--- config.mk ---
export PLATFORM = sky130hd
export DESIGN_NAME = mem_port_arbiter_flat
export DESIGN_NICKNAME = d
export VERILOG_FILES = /design/src/rtl/mem_port_arbiter_if.sv /design/src/rtl/mem_port_arbiter.sv /design/src/flat_wrapper.sv
export SDC_FILE = /design/constraint.sdc
export NUM_CORES = 1
export LEC_CHECK = 0
export BUFFER_PORTS_ARGS = -buffer_cell sky130_fd_sc_hd__buf_2
export CORE_AREA = 3 3 106 108
export CTS_CLUSTER_DIAMETER = 30
export DETAILED_ROUTE_END_ITERATION = 6
export DIE_AREA = 0 0 109 111
export SYNTH_ARGS = -nofsm -noshare
export SYNTH_HDL_FRONTEND = slang
export SYNTH_SLANG_ARGS = --single-unit
export TNS_END_PERCENT = 30
--- constraint.sdc ---
create_clock -name clk -period 1.9 [get_ports clk]
set_input_delay 0.285 -clock clk [delete_from_list [all_inputs] [get_ports clk]]
set_output_delay 0.285 -clock clk [all_outputs]
set_load 0.01 [all_outputs]
--- src/rtl/mem_port_arbiter_if.sv ---
// Bundle of requester handshakes plus the memory-side bus of the unified memory port.
// The master side holds the requesters and the memory; the slave side is the arbiter.
interface mem_port_arbiter_if #(
  parameter int ADDR_W = 32
);
  logic              cpu_req;
  logic              cpu_we;
  logic              cpu_byte;
  logic              cpu_lock;
  logic [ADDR_W-1:0] cpu_addr;
  logic [31:0]       cpu_wdata;
  logic              cpu_gnt;
  logic              cpu_rvalid;

  logic              disp_req;
  logic [ADDR_W-1:0] disp_addr;
  logic              disp_gnt;
  logic              disp_rvalid;

  logic              kbd_req;
  logic [ADDR_W-1:0] kbd_addr;
  logic [7:0]        kbd_wdata;
  logic              kbd_gnt;

  logic [31:0]       rdata;
  logic [ADDR_W-1:0] mem_addr;
  logic              mem_we;
  logic              mem_byte;
  logic [31:0]       mem_wdata;
  logic [31:0]       mem_rdata;

  modport master (
    output cpu_req, cpu_we, cpu_byte, cpu_lock, cpu_addr, cpu_wdata,
    input  cpu_gnt, cpu_rvalid,
    output disp_req, disp_addr,
    input  disp_gnt, disp_rvalid,
    output kbd_req, kbd_addr, kbd_wdata,
    input  kbd_gnt,
    input  rdata, mem_addr, mem_we, mem_byte, mem_wdata,
    output mem_rdata
  );

  modport slave (
    input  cpu_req, cpu_we, cpu_byte, cpu_lock, cpu_addr, cpu_wdata,
    output cpu_gnt, cpu_rvalid,
    input  disp_req, disp_addr,
    output disp_gnt, disp_rvalid,
    input  kbd_req, kbd_addr, kbd_wdata,
    output kbd_gnt,
    output rdata, mem_addr, mem_we, mem_byte, mem_wdata,
    input  mem_rdata
  );
endinterface

--- src/rtl/mem_port_arbiter.sv ---
// Single-port memory arbiter for CPU, display and keyboard with a CPU starvation guard,
// a CPU lock for atomic read-modify-write, and one-cycle registered read-valid return.
module mem_port_arbiter #(
  parameter int STARVE_LIMIT = 8,
  parameter int ADDR_W       = 32
) (
  input  logic              clk,
  input  logic              reset,
  mem_port_arbiter_if.slave bus
);
  localparam int               CNT_W      = 8;
  localparam logic [CNT_W-1:0] STARVE_MAX = CNT_W'(STARVE_LIMIT);

  function automatic logic [CNT_W-1:0] sat_inc(input logic [CNT_W-1:0] v);
    return (v >= STARVE_MAX) ? STARVE_MAX : v + CNT_W'(1);
  endfunction

  logic             lock_q, lock_d;
  logic [CNT_W-1:0] starve_cnt_q, starve_cnt_d;
  logic             cpu_rvalid_q, cpu_rvalid_d;
  logic             disp_rvalid_q, disp_rvalid_d;

  logic             cpu_force;
  logic             gnt_cpu, gnt_disp, gnt_kbd;

  logic [ADDR_W-1:0] mem_addr_d;
  logic              mem_we_d;
  logic              mem_byte_d;
  logic [31:0]       mem_wdata_d;

  // Grant decision: lock or starvation lets the CPU jump the display > keyboard > CPU order.
  always_comb begin
    cpu_force = bus.cpu_req & (lock_q | (starve_cnt_q == STARVE_MAX));
  end

  always_comb begin
    gnt_cpu  = 1'b0;
    gnt_disp = 1'b0;
    gnt_kbd  = 1'b0;
    if (!reset) begin
      if (cpu_force)         gnt_cpu  = 1'b1;
      else if (bus.disp_req) gnt_disp = 1'b1;
      else if (bus.kbd_req)  gnt_kbd  = 1'b1;
      else if (bus.cpu_req)  gnt_cpu  = 1'b1;
    end
  end

  always_comb begin
    mem_addr_d  = '0;
    mem_we_d    = 1'b0;
    mem_byte_d  = 1'b0;
    mem_wdata_d = 32'h0;
    if (gnt_cpu) begin
      mem_addr_d  = bus.cpu_addr;
      mem_we_d    = bus.cpu_we;
      mem_byte_d  = bus.cpu_byte;
      mem_wdata_d = bus.cpu_wdata;
    end else if (gnt_disp) begin
      mem_addr_d  = bus.disp_addr;
    end else if (gnt_kbd) begin
      mem_addr_d  = bus.kbd_addr;
      mem_we_d    = 1'b1;
      mem_byte_d  = 1'b1;
      mem_wdata_d = {24'h0, bus.kbd_wdata};
    end
  end

  // Lock survives only while the CPU keeps requesting with cpu_lock held.
  always_comb begin
    lock_d = lock_q;
    if (gnt_cpu && bus.cpu_lock)             lock_d = 1'b1;
    else if (!bus.cpu_req || !bus.cpu_lock)  lock_d = 1'b0;

    starve_cnt_d = starve_cnt_q;
    if (gnt_cpu || !bus.cpu_req) starve_cnt_d = '0;
    else                         starve_cnt_d = sat_inc(starve_cnt_q);

    cpu_rvalid_d  = gnt_cpu & ~bus.cpu_we;
    disp_rvalid_d = gnt_disp;
  end

  always_ff @(posedge clk) begin
    if (reset) begin
      lock_q        <= 1'b0;
      starve_cnt_q  <= '0;
      cpu_rvalid_q  <= 1'b0;
      disp_rvalid_q <= 1'b0;
    end else begin
      lock_q        <= lock_d;
      starve_cnt_q  <= starve_cnt_d;
      cpu_rvalid_q  <= cpu_rvalid_d;
      disp_rvalid_q <= disp_rvalid_d;
    end
  end

  assign bus.cpu_gnt     = gnt_cpu;
  assign bus.disp_gnt    = gnt_disp;
  assign bus.kbd_gnt     = gnt_kbd;
  assign bus.cpu_rvalid  = cpu_rvalid_q;
  assign bus.disp_rvalid = disp_rvalid_q;
  assign bus.rdata       = bus.mem_rdata;
  assign bus.mem_addr    = mem_addr_d;
  assign bus.mem_we      = mem_we_d;
  assign bus.mem_byte    = mem_byte_d;
  assign bus.mem_wdata   = mem_wdata_d;
endmodule

--- src/flat_wrapper.sv ---
// flat-port wrapper written by rule: the top's interface ports become plain ports
module mem_port_arbiter_flat 
#(
  parameter int STARVE_LIMIT = 8,
  parameter int ADDR_W       = 32
)
  (clk, reset, bus_cpu_req, bus_cpu_we, bus_cpu_byte, bus_cpu_lock, bus_cpu_addr, bus_cpu_wdata, bus_cpu_gnt, bus_cpu_rvalid, bus_disp_req, bus_disp_addr, bus_disp_gnt, bus_disp_rvalid, bus_kbd_req, bus_kbd_addr, bus_kbd_wdata, bus_kbd_gnt, bus_rdata, bus_mem_addr, bus_mem_we, bus_mem_byte, bus_mem_wdata, bus_mem_rdata);
  mem_port_arbiter_if #(.ADDR_W(ADDR_W)) bus_i ();
  input  logic clk;
  input  logic reset;
  input wire logic [$bits(bus_i.cpu_req)-1:0] bus_cpu_req;
  input wire logic [$bits(bus_i.cpu_we)-1:0] bus_cpu_we;
  input wire logic [$bits(bus_i.cpu_byte)-1:0] bus_cpu_byte;
  input wire logic [$bits(bus_i.cpu_lock)-1:0] bus_cpu_lock;
  input wire logic [$bits(bus_i.cpu_addr)-1:0] bus_cpu_addr;
  input wire logic [$bits(bus_i.cpu_wdata)-1:0] bus_cpu_wdata;
  output wire logic [$bits(bus_i.cpu_gnt)-1:0] bus_cpu_gnt;
  output wire logic [$bits(bus_i.cpu_rvalid)-1:0] bus_cpu_rvalid;
  input wire logic [$bits(bus_i.disp_req)-1:0] bus_disp_req;
  input wire logic [$bits(bus_i.disp_addr)-1:0] bus_disp_addr;
  output wire logic [$bits(bus_i.disp_gnt)-1:0] bus_disp_gnt;
  output wire logic [$bits(bus_i.disp_rvalid)-1:0] bus_disp_rvalid;
  input wire logic [$bits(bus_i.kbd_req)-1:0] bus_kbd_req;
  input wire logic [$bits(bus_i.kbd_addr)-1:0] bus_kbd_addr;
  input wire logic [$bits(bus_i.kbd_wdata)-1:0] bus_kbd_wdata;
  output wire logic [$bits(bus_i.kbd_gnt)-1:0] bus_kbd_gnt;
  output wire logic [$bits(bus_i.rdata)-1:0] bus_rdata;
  output wire logic [$bits(bus_i.mem_addr)-1:0] bus_mem_addr;
  output wire logic [$bits(bus_i.mem_we)-1:0] bus_mem_we;
  output wire logic [$bits(bus_i.mem_byte)-1:0] bus_mem_byte;
  output wire logic [$bits(bus_i.mem_wdata)-1:0] bus_mem_wdata;
  input wire logic [$bits(bus_i.mem_rdata)-1:0] bus_mem_rdata;
  assign bus_i.cpu_req = bus_cpu_req;
  assign bus_i.cpu_we = bus_cpu_we;
  assign bus_i.cpu_byte = bus_cpu_byte;
  assign bus_i.cpu_lock = bus_cpu_lock;
  assign bus_i.cpu_addr = bus_cpu_addr;
  assign bus_i.cpu_wdata = bus_cpu_wdata;
  assign bus_cpu_gnt = bus_i.cpu_gnt;
  assign bus_cpu_rvalid = bus_i.cpu_rvalid;
  assign bus_i.disp_req = bus_disp_req;
  assign bus_i.disp_addr = bus_disp_addr;
  assign bus_disp_gnt = bus_i.disp_gnt;
  assign bus_disp_rvalid = bus_i.disp_rvalid;
  assign bus_i.kbd_req = bus_kbd_req;
  assign bus_i.kbd_addr = bus_kbd_addr;
  assign bus_i.kbd_wdata = bus_kbd_wdata;
  assign bus_kbd_gnt = bus_i.kbd_gnt;
  assign bus_rdata = bus_i.rdata;
  assign bus_mem_addr = bus_i.mem_addr;
  assign bus_mem_we = bus_i.mem_we;
  assign bus_mem_byte = bus_i.mem_byte;
  assign bus_mem_wdata = bus_i.mem_wdata;
  assign bus_i.mem_rdata = bus_mem_rdata;
  mem_port_arbiter #(.STARVE_LIMIT(STARVE_LIMIT), .ADDR_W(ADDR_W)) u_core (.clk(clk), .reset(reset), .bus(bus_i));
endmodule
==> flow_summary_export.csv <==
group,metric,value,unit
outcome,status,"finished, violations left",
outcome,violations,"negative setup slack",
grt,grt_max_degree,37,
die,dieArea,12100,µm²
power_and_ir_drop,peakVddDrop,179,µV
drt,ant_nets,0,
worst_hold_path,worstHoldStart,"bus_cpu_we",
layout,num-nets-final,607,
drt,drtIter0Drc,160,
drt,num_vias,2634,
logic_synthesis,synth.most_common_cell,"inv_1",
grt,grt_pass1_vias,2618,
logic_synthesis,synth_edf_count,0,
logic_synthesis,netlist_top_cells_count,"inv_1 (36), o32ai_1 (33), buf_4 (32)",
drt,drc,0,
critical_path,cp_max_fo,34,
logic_synthesis,synthDistinctLibCells,32,
critical_path,reg2reg_slack,170,ps
clocking,htree_levels,1,
sta,worst_slew_pin_slew,532,ps
layout,multiInputGateArea,1420,µm²
critical_path,end_kind,"primary output",
drt,viasPerCell,4.67,
drt,wl_per_cell,15.7,µm
clocking,insertion_delay,240,ps
clocking,cts_sinks,11,
logic_synthesis,netlist_area,1820,µm²
critical_path,rr_endpoint,"u_core.starve_cnt_q[1]",
die,row_count,37,
critical_path,critical_path_class,"reg -> out",
grt,grt_pass1_wl,12.4,mm
die,die_y,111,µm
sta,setup_violations,69,
grt,grt_util_all_layers,12.7,%
logic_synthesis,seq_area_frac_synth,12.1,%
layout,area_delta_synth_final,81.1,%
placement,port_buffers,214,
clocking,cts-root-buf,"clkbuf_8",
clocking,clk_pin_slew,50,ps
critical_path,worstRegToRegCells,4,
logic_synthesis,async_flop_share,0,%
logic_synthesis,synth_top_area_share,15.9,%
sta,fin_worst_skew,1.39,ps
placement,dpl_cell_area,2900,µm²
grt,overflow,0,
critical_path,cp_data_required_time,1620,ps
sta,final.setup.worst_slack,-326,ps
logic_synthesis,synth_top_cell_by_area,"o32ai_1",
drt,drt-total-wl,8.84,mm
sta,slew_violations,0,
layout,antenna_cells,0,
layout,final_layout_size_suffix_gt1_share,67.8,%
logic_synthesis,yosysWarnings,0,
critical_path,arrival,1940,ps
power_and_ir_drop,power_density,332,nW/µm²
layout,post-route-util,31.9,%
die,start_util,17.6,%
die,core,10300,µm²
sta,min_period_over_period,117,%
logic_synthesis,synth-seq-cells,11,
power_and_ir_drop,p_leak,1.68,nW
sta,fin_crit,2230,ps
grt,antenna_found_initial,0,
logic_synthesis,synth.avg_cell_area,7.51,µm²
layout,nFillCells,1073,
sta,relSlewSlack,64.5,%
layout,final_area,3290,µm²
sta,fmax,0.449,GHz
clocking,cts_buffer_depth,2,
logic_synthesis,yosys-top-cells-area,"o32ai_1 (16%), buf_4 (13%), a22oi_1 (13%)",
die,pin_count,279,
placement,place_congestion,0.788,
critical_path,r2r_start,"u_core.starve_cnt_q[7]",
logic_synthesis,synthFlopType,"dfxtp_1",
placement,placed_cells_incl_taps,555,
die,chipWidth,109,µm
worst_hold_path,min_to,"u_core.bus.cpu_rvalid",
sta,tns,-17860,ps
placement,preCtsSetupSlack,-122,ps
layout,layout.cells.non_filler,564,
critical_path,startpoint_type,"flop",
worst_hold_path,min_path_cells,2,
logic_synthesis,syn_inst,242,
sta,rsz0062_at_grt,"yes",
worst_hold_path,min_path_type,"in -> reg",
drt,dr.pass1.iters,4,
layout,seq_area,223,µm²
flow_run,cap_viol_max_count,0,
sta,hold_viol,0,
clocking,cts_tree,"built",
placement,dp_hpwl,6.87,mm
clocking,numCtsBuffers,3,
-- sequential cells by signal, indices dropped and copies added (netlist names) --
register	count
u_core.starve_cnt_q	8
u_core.bus.cpu_rvalid	1
u_core.bus.disp_rvalid	1
u_core.lock_q	1
-- timing repair --
| action | CTS | global route |
|---|---|---|
| buffers inserted | 3 | 0 |
| pin swaps | 2 | 0 |
| cloned | 1 | 1 |
| endpoints found under the setup margin | 69 | 69 |
| resized for setup | 26 | 21 |
| hold buffers | 0 | 0 |
-- report_power, final --
| part | internal [mW] | switching (mW) |
|---|---|---|
| clock | 0.147 | 0.0860 |
| combinational | 0.309 | 0.308 |
| sequential | 0.239 | 0.00284 |
-- stage by stage --
step                      power [mW]  hold WS (ps)
after detailed placement       0.785           473
after global routing            1.16           220
final                           1.09           219
after global placement         0.775           473
after CTS                       1.07           216
after floorplan                0.565           362
-- cell usage in the layout, fill, tap and decap left out, drive strengths merged, types with 3 or more instances in the layout --
| cell type | instances |
|---|---|
| buf | 236 |
| inv | 36 |
| o32ai | 33 |
| a22oi | 31 |
| nor3b | 25 |
| dfxtp | 11 |
| nor2b | 9 |
| a32o | 8 |
| nor2 | 6 |
| conb | 4 |
| clkbuf | 4 |
| and2 | 3 |
| o21ai | 3 |
-- cell type report --
type,count,share of cell area (%)
sequential,11,6.76
clock buffer,4,1.37
timing repair buffer,236,39.5
multi-input combinational,141,43.1
tap,136,5.17
inverter,36,4.10
-- worst max path at each step --
| stage | start | to | slack (ps) | cells past startpoint |
|---|---|---|---|---|
| 3_5_place_dp | u_core.starve_cnt_q[7] | bus_mem_addr[10] | -120 | 5 |
| 6_report | u_core.starve_cnt_q[7] | bus_mem_addr[10] | -330 | 5 |
| 2_1_floorplan | u_core.starve_cnt_q[7] | bus_mem_addr[28] | -30 | 5 |
| 3_3_place_gp | u_core.starve_cnt_q[7] | bus_mem_addr[10] | -90 | 5 |
| 4_1_cts | u_core.starve_cnt_q[7] | bus_mem_addr[11] | -300 | 5 |
| 5_1_grt | u_core.starve_cnt_q[7] | bus_mem_addr[19] | -380 | 5 |
-- routing by layer --
metal  vias to the layer above  track usage [%]  wire length, µm
met5                         -                0                0
met4                         0             3.03              124
met3                        21             2.45              969
met2                       172             25.2             4610
met1                      1206             13.2             3130
li1                       1235                -                -
-- critical path: stages (launching register included) --
cell	delay [ps]
dfxtp_1	290
or4_4	570
a2bb2oi_4	210
buf_12	190
o32ai_2	240
buf_2	180
-- logic make-up after synthesis --
| logic type | after synthesis | synth area share (%) |
|---|---|---|
| xor+xnor | 1 | 0.482 |
| buf+inv | 94 | 28.5 |
| simple gates | 51 | 19.4 |
| compound gates | 81 | 37.4 |
| flops | 11 | 12.1 |
| other cells | 1 | 0.206 |
| mux | 1 | 0.551 |
| fa+ha+maj | 2 | 1.38 |
No activity file was read; power rests on OpenSTA's default activity.
